[config.mk]
export PLATFORM = sky130hd
export DESIGN_NAME = ch_nibble_packer
export DESIGN_NICKNAME = d
export VERILOG_FILES = /design/src/rtl/ch_packer_pkg.sv /design/src/rtl/ch_packer_outreg.sv /design/src/rtl/ch_nibble_packer.sv
export SDC_FILE = /design/constraint.sdc
export NUM_CORES = 1
export LEC_CHECK = 0
export CAP_MARGIN = 20
export CORE_ASPECT_RATIO = 1.1
export CORE_MARGIN = 10
export CORE_UTILIZATION = 42
export DETAILED_ROUTE_END_ITERATION = 10
export PLACE_DENSITY = 0.67
export SLEW_MARGIN = 40
export SYNTH_ARGS = -nofsm -noshare
export SYNTH_HDL_FRONTEND = slang
export SYNTH_SLANG_ARGS = --single-unit
[constraint.sdc]
create_clock -name clk -period 1.9 [get_ports clk]
set_input_delay 0.285 -clock clk [delete_from_list [all_inputs] [get_ports clk]]
set_output_delay 0.285 -clock clk [all_outputs]
set_load 0.01 [all_outputs]
[src/rtl/ch_packer_pkg.sv]
// Shared constants and types for the nibble packer.
// Packs RATIO beats of DATA_WIDTH bits into one WORD_W-bit word.
package ch_packer_pkg;
  localparam int DATA_WIDTH = 4;
  localparam int RATIO      = 4;
  localparam int CNT_W      = $clog2(RATIO);
  localparam int WORD_W     = DATA_WIDTH * RATIO;
  localparam int ACC_W      = DATA_WIDTH * (RATIO - 1);

  typedef logic [DATA_WIDTH-1:0] beat_t;
  typedef logic [WORD_W-1:0]     word_t;
  typedef logic [CNT_W-1:0]      cnt_t;
  typedef logic [CNT_W:0]        beats_t;
endpackage

[src/rtl/ch_packer_outreg.sv]
// Single-entry valid/ready holding register for packed words.
// Beat-count sideband exists only when CH_NIBBLE_PACKER_FLUSH_EN is defined.
module ch_packer_outreg
  import ch_packer_pkg::*;
(
  input  logic              clk,
  input  logic              reset,
  input  logic              load,
  input  logic [WORD_W-1:0] load_word,
`ifdef CH_NIBBLE_PACKER_FLUSH_EN
  input  logic [CNT_W:0]    load_beats,
  output logic [CNT_W:0]    out_beats,
`endif
  input  logic              out_ready,
  output logic              out_valid,
  output logic [WORD_W-1:0] out_word,
  output logic              slot_free
);

  logic  out_v;
  word_t out_reg;

  assign slot_free = ~out_v | out_ready;
  assign out_valid = out_v;
  assign out_word  = out_reg;

  // A load only arrives while the slot is free, so it always wins over a drain.
  always_ff @(posedge clk) begin
    if (reset) begin
      out_v   <= 1'b0;
      out_reg <= '0;
    end else if (load) begin
      out_v   <= 1'b1;
      out_reg <= load_word;
    end else if (out_v && out_ready) begin
      out_v   <= 1'b0;
    end
  end

`ifdef CH_NIBBLE_PACKER_FLUSH_EN
  beats_t beats_reg;

  always_ff @(posedge clk) begin
    if (reset) beats_reg <= '0;
    else if (load) beats_reg <= load_beats;
  end

  assign out_beats = beats_reg;
`endif

endmodule

[src/rtl/ch_nibble_packer.sv]
// Gathers RATIO narrow beats into one little-endian wide word on a valid/ready port.
// Optional partial-word flush enabled by defining CH_NIBBLE_PACKER_FLUSH_EN.
module ch_nibble_packer
  import ch_packer_pkg::*;
(
  input  logic                  clk,
  input  logic                  reset,
  input  logic                  io_in_valid,
  input  logic [DATA_WIDTH-1:0] io_in_data,
  output logic                  io_in_ready,
  output logic                  io_out_valid,
  output logic [WORD_W-1:0]     io_out_data,
  input  logic                  io_out_ready,
`ifdef CH_NIBBLE_PACKER_FLUSH_EN
  input  logic                  io_flush,
  output logic [CNT_W:0]        io_out_beats,
`endif
  output logic [CNT_W-1:0]      io_count
);

  logic [ACC_W-1:0] acc;
  cnt_t             cnt;
  logic             last;
  logic             slot_free;
  logic             in_fire;
  logic             load;
  word_t            load_word;

  assign last     = (cnt == cnt_t'(RATIO - 1));
  assign in_fire  = io_in_valid & io_in_ready;
  assign io_count = cnt;

`ifdef CH_NIBBLE_PACKER_FLUSH_EN
  logic   flush_take;
  beats_t load_beats;
  word_t  acc_ext;

  // A pending flush that cannot be taken stalls input so the beat joins the flushed word.
  assign io_in_ready = (~last | slot_free) & ~(io_flush & ~slot_free);
  assign flush_take  = io_flush & slot_free & ((cnt != '0) | in_fire);
  assign load        = (in_fire & last) | flush_take;
  assign load_beats  = beats_t'(cnt) + beats_t'(in_fire);
  assign acc_ext     = {{DATA_WIDTH{1'b0}}, acc};

  // Beats at or above the fill level are zeroed; the incoming beat fills slot cnt.
  always_comb begin
    load_word = '0;
    for (int i = 0; i < RATIO; i++) begin
      if (cnt_t'(i) < cnt)
        load_word[i*DATA_WIDTH +: DATA_WIDTH] = acc_ext[i*DATA_WIDTH +: DATA_WIDTH];
      else if ((cnt_t'(i) == cnt) && in_fire)
        load_word[i*DATA_WIDTH +: DATA_WIDTH] = io_in_data;
    end
  end
`else
  assign io_in_ready = ~last | slot_free;
  assign load        = in_fire & last;
  assign load_word   = {io_in_data, acc};
`endif

  always_ff @(posedge clk) begin
    if (reset) begin
      acc <= '0;
      cnt <= '0;
    end else begin
      if (in_fire && !last)
        acc[int'(cnt)*DATA_WIDTH +: DATA_WIDTH] <= io_in_data;
      if (load)
        cnt <= '0;
      else if (in_fire)
        cnt <= cnt_t'(cnt + 1'b1);
    end
  end

  ch_packer_outreg u_outreg (
    .clk        (clk),
    .reset      (reset),
    .load       (load),
    .load_word  (load_word),
`ifdef CH_NIBBLE_PACKER_FLUSH_EN
    .load_beats (load_beats),
    .out_beats  (io_out_beats),
`endif
    .out_ready  (io_out_ready),
    .out_valid  (io_out_valid),
    .out_word   (io_out_data),
    .slot_free  (slot_free)
  );

endmodule
==> summary.md, run 1 <==
| Metric | Value |
|---|---|
| Crit path kind | flop to output port |
| Yosys top cell area share | 45.3% |
| Grt ovf | 0 |
| Delay-heaviest family, CP | buffers and inverters |
| Clk sinks | 31 |
| H-tree depth | 2 |
| Critical path fanouts, max | 6 |
| Commonest cells in the synthesized netlist | 31 x dfxtp_1, 26 x a21oi_1, 23 x nand3_1 |
| Synthesized flop and latch total | 31 |
| R2R cell count | 5 |
| Final Hold Fails | 0 |
| Multi-input gate area | 657 um^2 |
| Setup TNS | 0 ps |
| Mapped Nets | 160 |
| DR iter-0 viols | 58 |
| Maximum vdd drop | 0.000420 V |
| CP cell instances | buf_4 -> clkdlybuf4s50_1 |
| Fin crit period | 1710 ps |
| Worst Setup Start Kind | flop |
| Count of pins over their slew limit | 0 |
| Worst Skew | 7.84 ps |
| # DRC | 0 |
| Clock power share | just under 30% |
| Seq pwr share | 59.1% |
| Starting Density | 44.1% |
| Buf/Inv on CP | 2 |
| Area Growth Syn to Fin | 24.1% |
| Worst Path Required | 1620 ps |
| Worst skew pair latency | around 330 ps |
| Non-filler cells, final | 210 |
| Cell variety after synth | 27 |
| Final period utilization | around 90% |
| Std cell rows | 21 |
| DR WL/cell | roughly 15 um |
| CP max stage delay | 540 ps |
| Worst Path Arrival | 1420 ps |
| Synth async-reset ratio | 0% |
| Setup violation total in the final timing report | 0 |
| Port bufs | 27 |
| Unrepaired setup endpoints after global routing | no |
| Net Sw Frac | 24.8% |
| PwrDens | approximately 660 mW/mm^2 |
| Post-synth top area cell | dfxtp_1 |
| Pleak | 0.567 nW |
| Register area | 622 um^2 |
| Post-Syn Area | 0.00137 mm^2 |
| Die Y | between 70 and 80 um |
| Status | completed |
| Worst-Margin Slew | approximately 500 ps |
| # IOs | 28 |
| HPWL Detailed | 2400 um |
| Root Driver | clkbuf_4 |
| Hold crit path type | flop to flop |
| Clock Pin Slew Worst Setup and Hold Paths | 90 ps |
| Synth Flop Type | dfxtp_1 |
| Ant diodes | 0 |
| Fill count | 287 |
| Clock buffer depth | 2 |
| Vias in the first global route | 1121 |
| Seq/Total Area, Yosys | 45.3% |
| Post-route ant nets | 0 |
| Crit. End Element | output port |
| EDFF count, synth | 0 |
| Final hold slack | 462 ps |
| Critical path depth | 2 |
| Post-route cell area | 0.00170 mm^2 |
| Core area | slightly above 0.003 mm^2 |
| Psw | 0.000280 W |
| Via density | 5.65 |
| Synth area leaders | dfxtp_1 45%, a21oi_1 9.5%, nand3_1 8.4% |
| Hold path depth | 2 |
| Placed Instances | ~200 |
| Cell Int Power | 0.000848 W |
| Share of cells above drive strength 1 | around 14% |
| R2R setup slack | 350 ps |
| GRT Overall Usage | approximately an eighth |
| Die footprint | 0.00595 mm^2 |
| Slew headroom | 67.0% |
| First drt pass iteration count | 4 |
| Die W | 74.4 um |
| Largest net degree at the start of global routing | 19 |
| Synth Area per Inst | roughly 9.3 um^2 |
| Via count | 1186 |
| CTS Buf Count | 5 |
| First-pass GRT wire length | 5410 um |
| Final nets | 190 |
| CP max stage cell | clkdlybuf4s50_1 |
| Mapped Cells | 147 |
| Synth warn | 0 |
| Initial antenna violation count | 0 |
| Placer Congestion | about 0.87 |
| Area after DPL | 0.00165 mm^2 |
| Max Fclk | around 600 MHz |
| Comb pwr share | 11.4% |
| # Post-CTS Setup Buffers | 0 |
| Max Cap Violations | 0 |
| Routed wire length | 3220 um |
| Most instantiated library cell after synthesis | dfxtp_1 |
| CTS tree | done |
[worst paths after layout]
| path | from | endpoint |
|---|---|---|
| worst max-delay path | io_count[0] | io_count[0] |
| worst min-delay path | acc[7] | acc[7] |
| worst max register to register | io_count[1] | acc[11] |
| worst min register to register | acc[7] | acc[7] |
[what timing repair did]
item                                    CTS  global route
resized for setup                         1             2
hold buffers                              0             0
endpoints found under the setup margin    1             1
[cells in the final DEF (no fill, tap or decap)]
master and instances:
nor2b_2 1, and4bb_2 1, nand3_2 2, nand2b_1 2, clkbuf_1 1, a2bb2oi_1 1
ha_1 5, clkbuf_4 5, and3b_2 2, nand3_1 23, dfxtp_2 1, a31oi_1 1
buf_4 7, a32o_1 4, nand3b_1 2, a21oi_1 26, nor4b_4 1, and2b_2 1
nand2_1 10, inv_1 3, nand3b_4 1, dlymetal6s2s_1 1, and2_4 1, clkdlybuf4s50_1 26
o21ai_0 17, nor4_4 1, dfxtp_1 30
[layer usage]
layer	track usage, %	up-vias	wire length [um]
met5	0	-	0
met4	4.36	0	57
met3	5.22	8	214
met2	19.8	27	1670
met1	12.4	564	1280
li1	-	587	-
[state kept, by name (all words and copies together) (netlist names)]
register	cells
u_outreg.out_valid	1
io_count	2
acc	12
u_outreg.out_word	16
[layout make-up]
cell class              count  share of cell area (%)
multi-input cells         102                    38.7
well taps                  34                    2.50
flip-flops and latches     31                    36.6
clock buffers               6                    2.43
inverters                   3                   0.663
repair buffers             34                    19.1
[power by group through the flow]
| stage | Sequential, W | Clock [W] | Combinational (W) |
|---|---|---|---|
| after CTS | 0.000667 | 0.000338 | 0.000128 |
| after global routing | 0.000669 | 0.000368 | 0.000140 |
| after floorplan | 0.000684 | 0 | 0.0000761 |
| after detailed placement | 0.000682 | 0 | 0.000128 |
| final | 0.000667 | 0.000333 | 0.000129 |
| after global placement | 0.000681 | 0 | 0.000124 |
[stage by stage]
step           setup WS [ps]  utilization (%)  power (W)
2_1_floorplan            294                -   0.000760
3_3_place_gp            88.4             53.3   0.000805
3_5_place_dp            79.9             53.3   0.000810
4_1_cts                 36.8             54.6    0.00113
5_1_grt                  124             54.8    0.00118
6_report                 190             54.8    0.00113
[worst register-to-register path: stages, from the launching register on]
cell and delay [ps]:
dfxtp_1 400, inv_1 110, ha_1 390, nor4b_4 320, nand3_1 120, a21oi_1 140
[kinds of logic (layout without fill, tap and decap cells)]
family          Yosys count  count (layout)  synth area share [%]
flops                    31              31                  45.3
fa+ha+maj                 5               5                  4.57
buf+inv                  14              43                  6.85
simple gates             48              48                  23.5
compound gates           49              49                  19.7
No activity file was read; power rests on OpenSTA's default activity.
==> run 2, diff against run 1 <==
--- a/config.mk
+++ b/config.mk
@@ -10,6 +10,7 @@
 export CORE_MARGIN = 10
 export CORE_UTILIZATION = 42
 export DETAILED_ROUTE_END_ITERATION = 10
+export MAX_ROUTING_LAYER = met4
 export PLACE_DENSITY = 0.67
 export SLEW_MARGIN = 40
 export SYNTH_ARGS = -nofsm -noshare
==> summary.md, run 2 (same netlist as run 1, synthesis figures left out) <==
| Metric | Value |
|---|---|
| Core area | between 0.003 and 0.004 mm^2 |
| Via density | approximately 5.7 |
| DR iter-0 viols | 58 |
| Grt ovf | 0 |
| Clock Pin Slew Worst Setup and Hold Paths | 90 ps |
| Share of cells above drive strength 1 | around 14% |
| Clock buffer depth | 2 |
| # IOs | 28 |
| CTS Buf Count | 5 |
| Initial antenna violation count | 0 |
| Crit. End Element | output port |
| R2R Path Start | io_count[1] |
| # DRC | 0 |
| Max Fclk | 544 MHz |
| Worst Setup SP | io_count[0] |
| Placer Congestion | roughly 0.88 |
| Final period utilization | 96.7% |
| Final Worst Setup Slack | 62.5 ps |
| Post-route cell area | 0.00170 mm^2 |
| Commonest non-fill, non-tap cell in the layout | dfxtp_1 |
| Pre-CTS WS | 79.9 ps |
| Setup violation total in the final timing report | 0 |
| CTS tree | done |
| Pleak | between 0.5 and 0.6 nW |
| # Post-CTS Setup Buffers | 0 |
| Maximum vdd drop | 0.000420 V |
| GRT Overall Usage | ~12% |
| Register area | 622 um^2 |
| Max Cap Violations | 0 |
| Multi-input gate area | 657 um^2 |
| Most frequent cells in the layout | 30 x dfxtp_1, 27 x clkdlybuf4s50_1, 26 x a21oi_1 |
| Critical path fanouts, max | 6 |
| DR WL/cell | approximately 15 um |
| Min-delay src | acc[7] |
| Area Growth Syn to Fin | 23.9% |
| First drt pass iteration count | 4 |
| Die footprint | a little under 0.006 mm^2 |
| Port bufs | 27 |
| Final nets | 190 |
| Vias in the first global route | 1121 |
| Final Hold Fails | 0 |
| CP max stage cell | clkdlybuf4s50_1 |
| Hold crit path type | flop to flop |
| Max reg flops | 16 |
| Worst Path Arrival | 1550 ps |
| H-tree depth | 2 |
| Count of pins over their slew limit | 0 |
| CP cell instances | ha_1 -> nand2_1 -> clkdlybuf4s50_1 |
| Ant diodes | 0 |
| Worst Setup Start Kind | flop |
| Starting Density | 44.1% |
| Root Driver | clkbuf_4 |
| Setup TNS | 0 ps |
| Fin crit period | 1840 ps |
| Post-route ant nets | 0 |
| Die W | about 74 um |
| Largest net degree at the start of global routing | 19 |
| Worst-Margin Slew | 501 ps |
| Cts hold-fix bufs | 0 |
| Unrepaired setup endpoints after global routing | no |
| Worst Path Required | 1620 ps |
| Crit path kind | flop to output port |
| CP max stage delay | 540 ps |
| Fill count | 288 |
| HPWL Detailed | roughly 2400 um |
| Area after DPL | 0.00165 mm^2 |
| Die Y | 79.9 um |
| Clk sinks | 31 |
| First-pass GRT wire length | 5410 um |
| PwrDens | 664 mW/mm^2 |
| Worst skew pair latency | 330 ps |
| Status | completed |
| Worst Skew | 7.88 ps |
| Via count | 1198 |
| Slew headroom | 66.5% |
| Total power | roughly 0.0011 W |
| Std cell rows | 21 |
| Final Util | 54.7% |
| Routed wire length | 3240 um |
run 2: changes by cell type in the layout (fill, tap and decap cells not counted):
cell             delta
clkdlybuf4s50_1     +1
dlymetal6s2s_1      -1
run 2: path summary, 6_finish.rpt:
check	end	depth (start not counted)	slack (ps)
worst min-delay path	acc[7]	2	460
worst max register to register	acc[11]	5	350
worst max-delay path	io_in_ready	3	60
worst min register to register	acc[7]	2	460
run 2: layout make-up:
| cell class | instances | share of cell area (%) |
|---|---|---|
| multi-input cells | 102 | 38.7 |
| flip-flops and latches | 31 | 36.7 |
| well taps | 34 | 2.51 |
| inverters | 3 | 0.664 |
| repair buffers | 34 | 19.0 |
| clock buffers | 6 | 2.43 |
run 2: metrics by stage:
step / cells / hold WS (ps)
after floorplan: 147 / 411
after global placement: 204 / 447
after detailed placement: 204 / 449
after CTS: 210 / 464
after global routing: 210 / 486
final: 210 / 462
run 2: critical path: cells and delay by family (launching register included):
kind | cells | cell delay (ps)
flops | 1 | 360
simple gates | 1 | 90
buf+inv | 1 | 540
fa+ha+maj | 1 | 230
run 2: layer usage:
| layer | global-route usage [%] | routed length [um] | vias to the layer above | part of all wire, % |
|---|---|---|---|---|
| met4 | 4.36 | 57 | 0 | 1.8 |
| met3 | 4.73 | 188 | 8 | 5.8 |
| met2 | 19.8 | 1680 | 31 | 52 |
| li1 | - | - | 587 | - |
| met5 | - | 0 | - | 0 |
| met1 | 12.7 | 1310 | 572 | 40 |
run 2: timing repair:
action | CTS | global route
resized for setup | 1 | 1
endpoints found under the hold margin | 0 | 0
setup endpoints to repair | 1 | 1
run 2: power breakdown:
group / internal [W] / total [W] / switching [W]
sequential: 0.000658 / 0.000667 / 0.00000817
clock: 0.000131 / 0.000332 / 0.000201
combinational: 0.0000587 / 0.000129 / 0.0000699
total: 0.000848 / 0.00113 / 0.000279
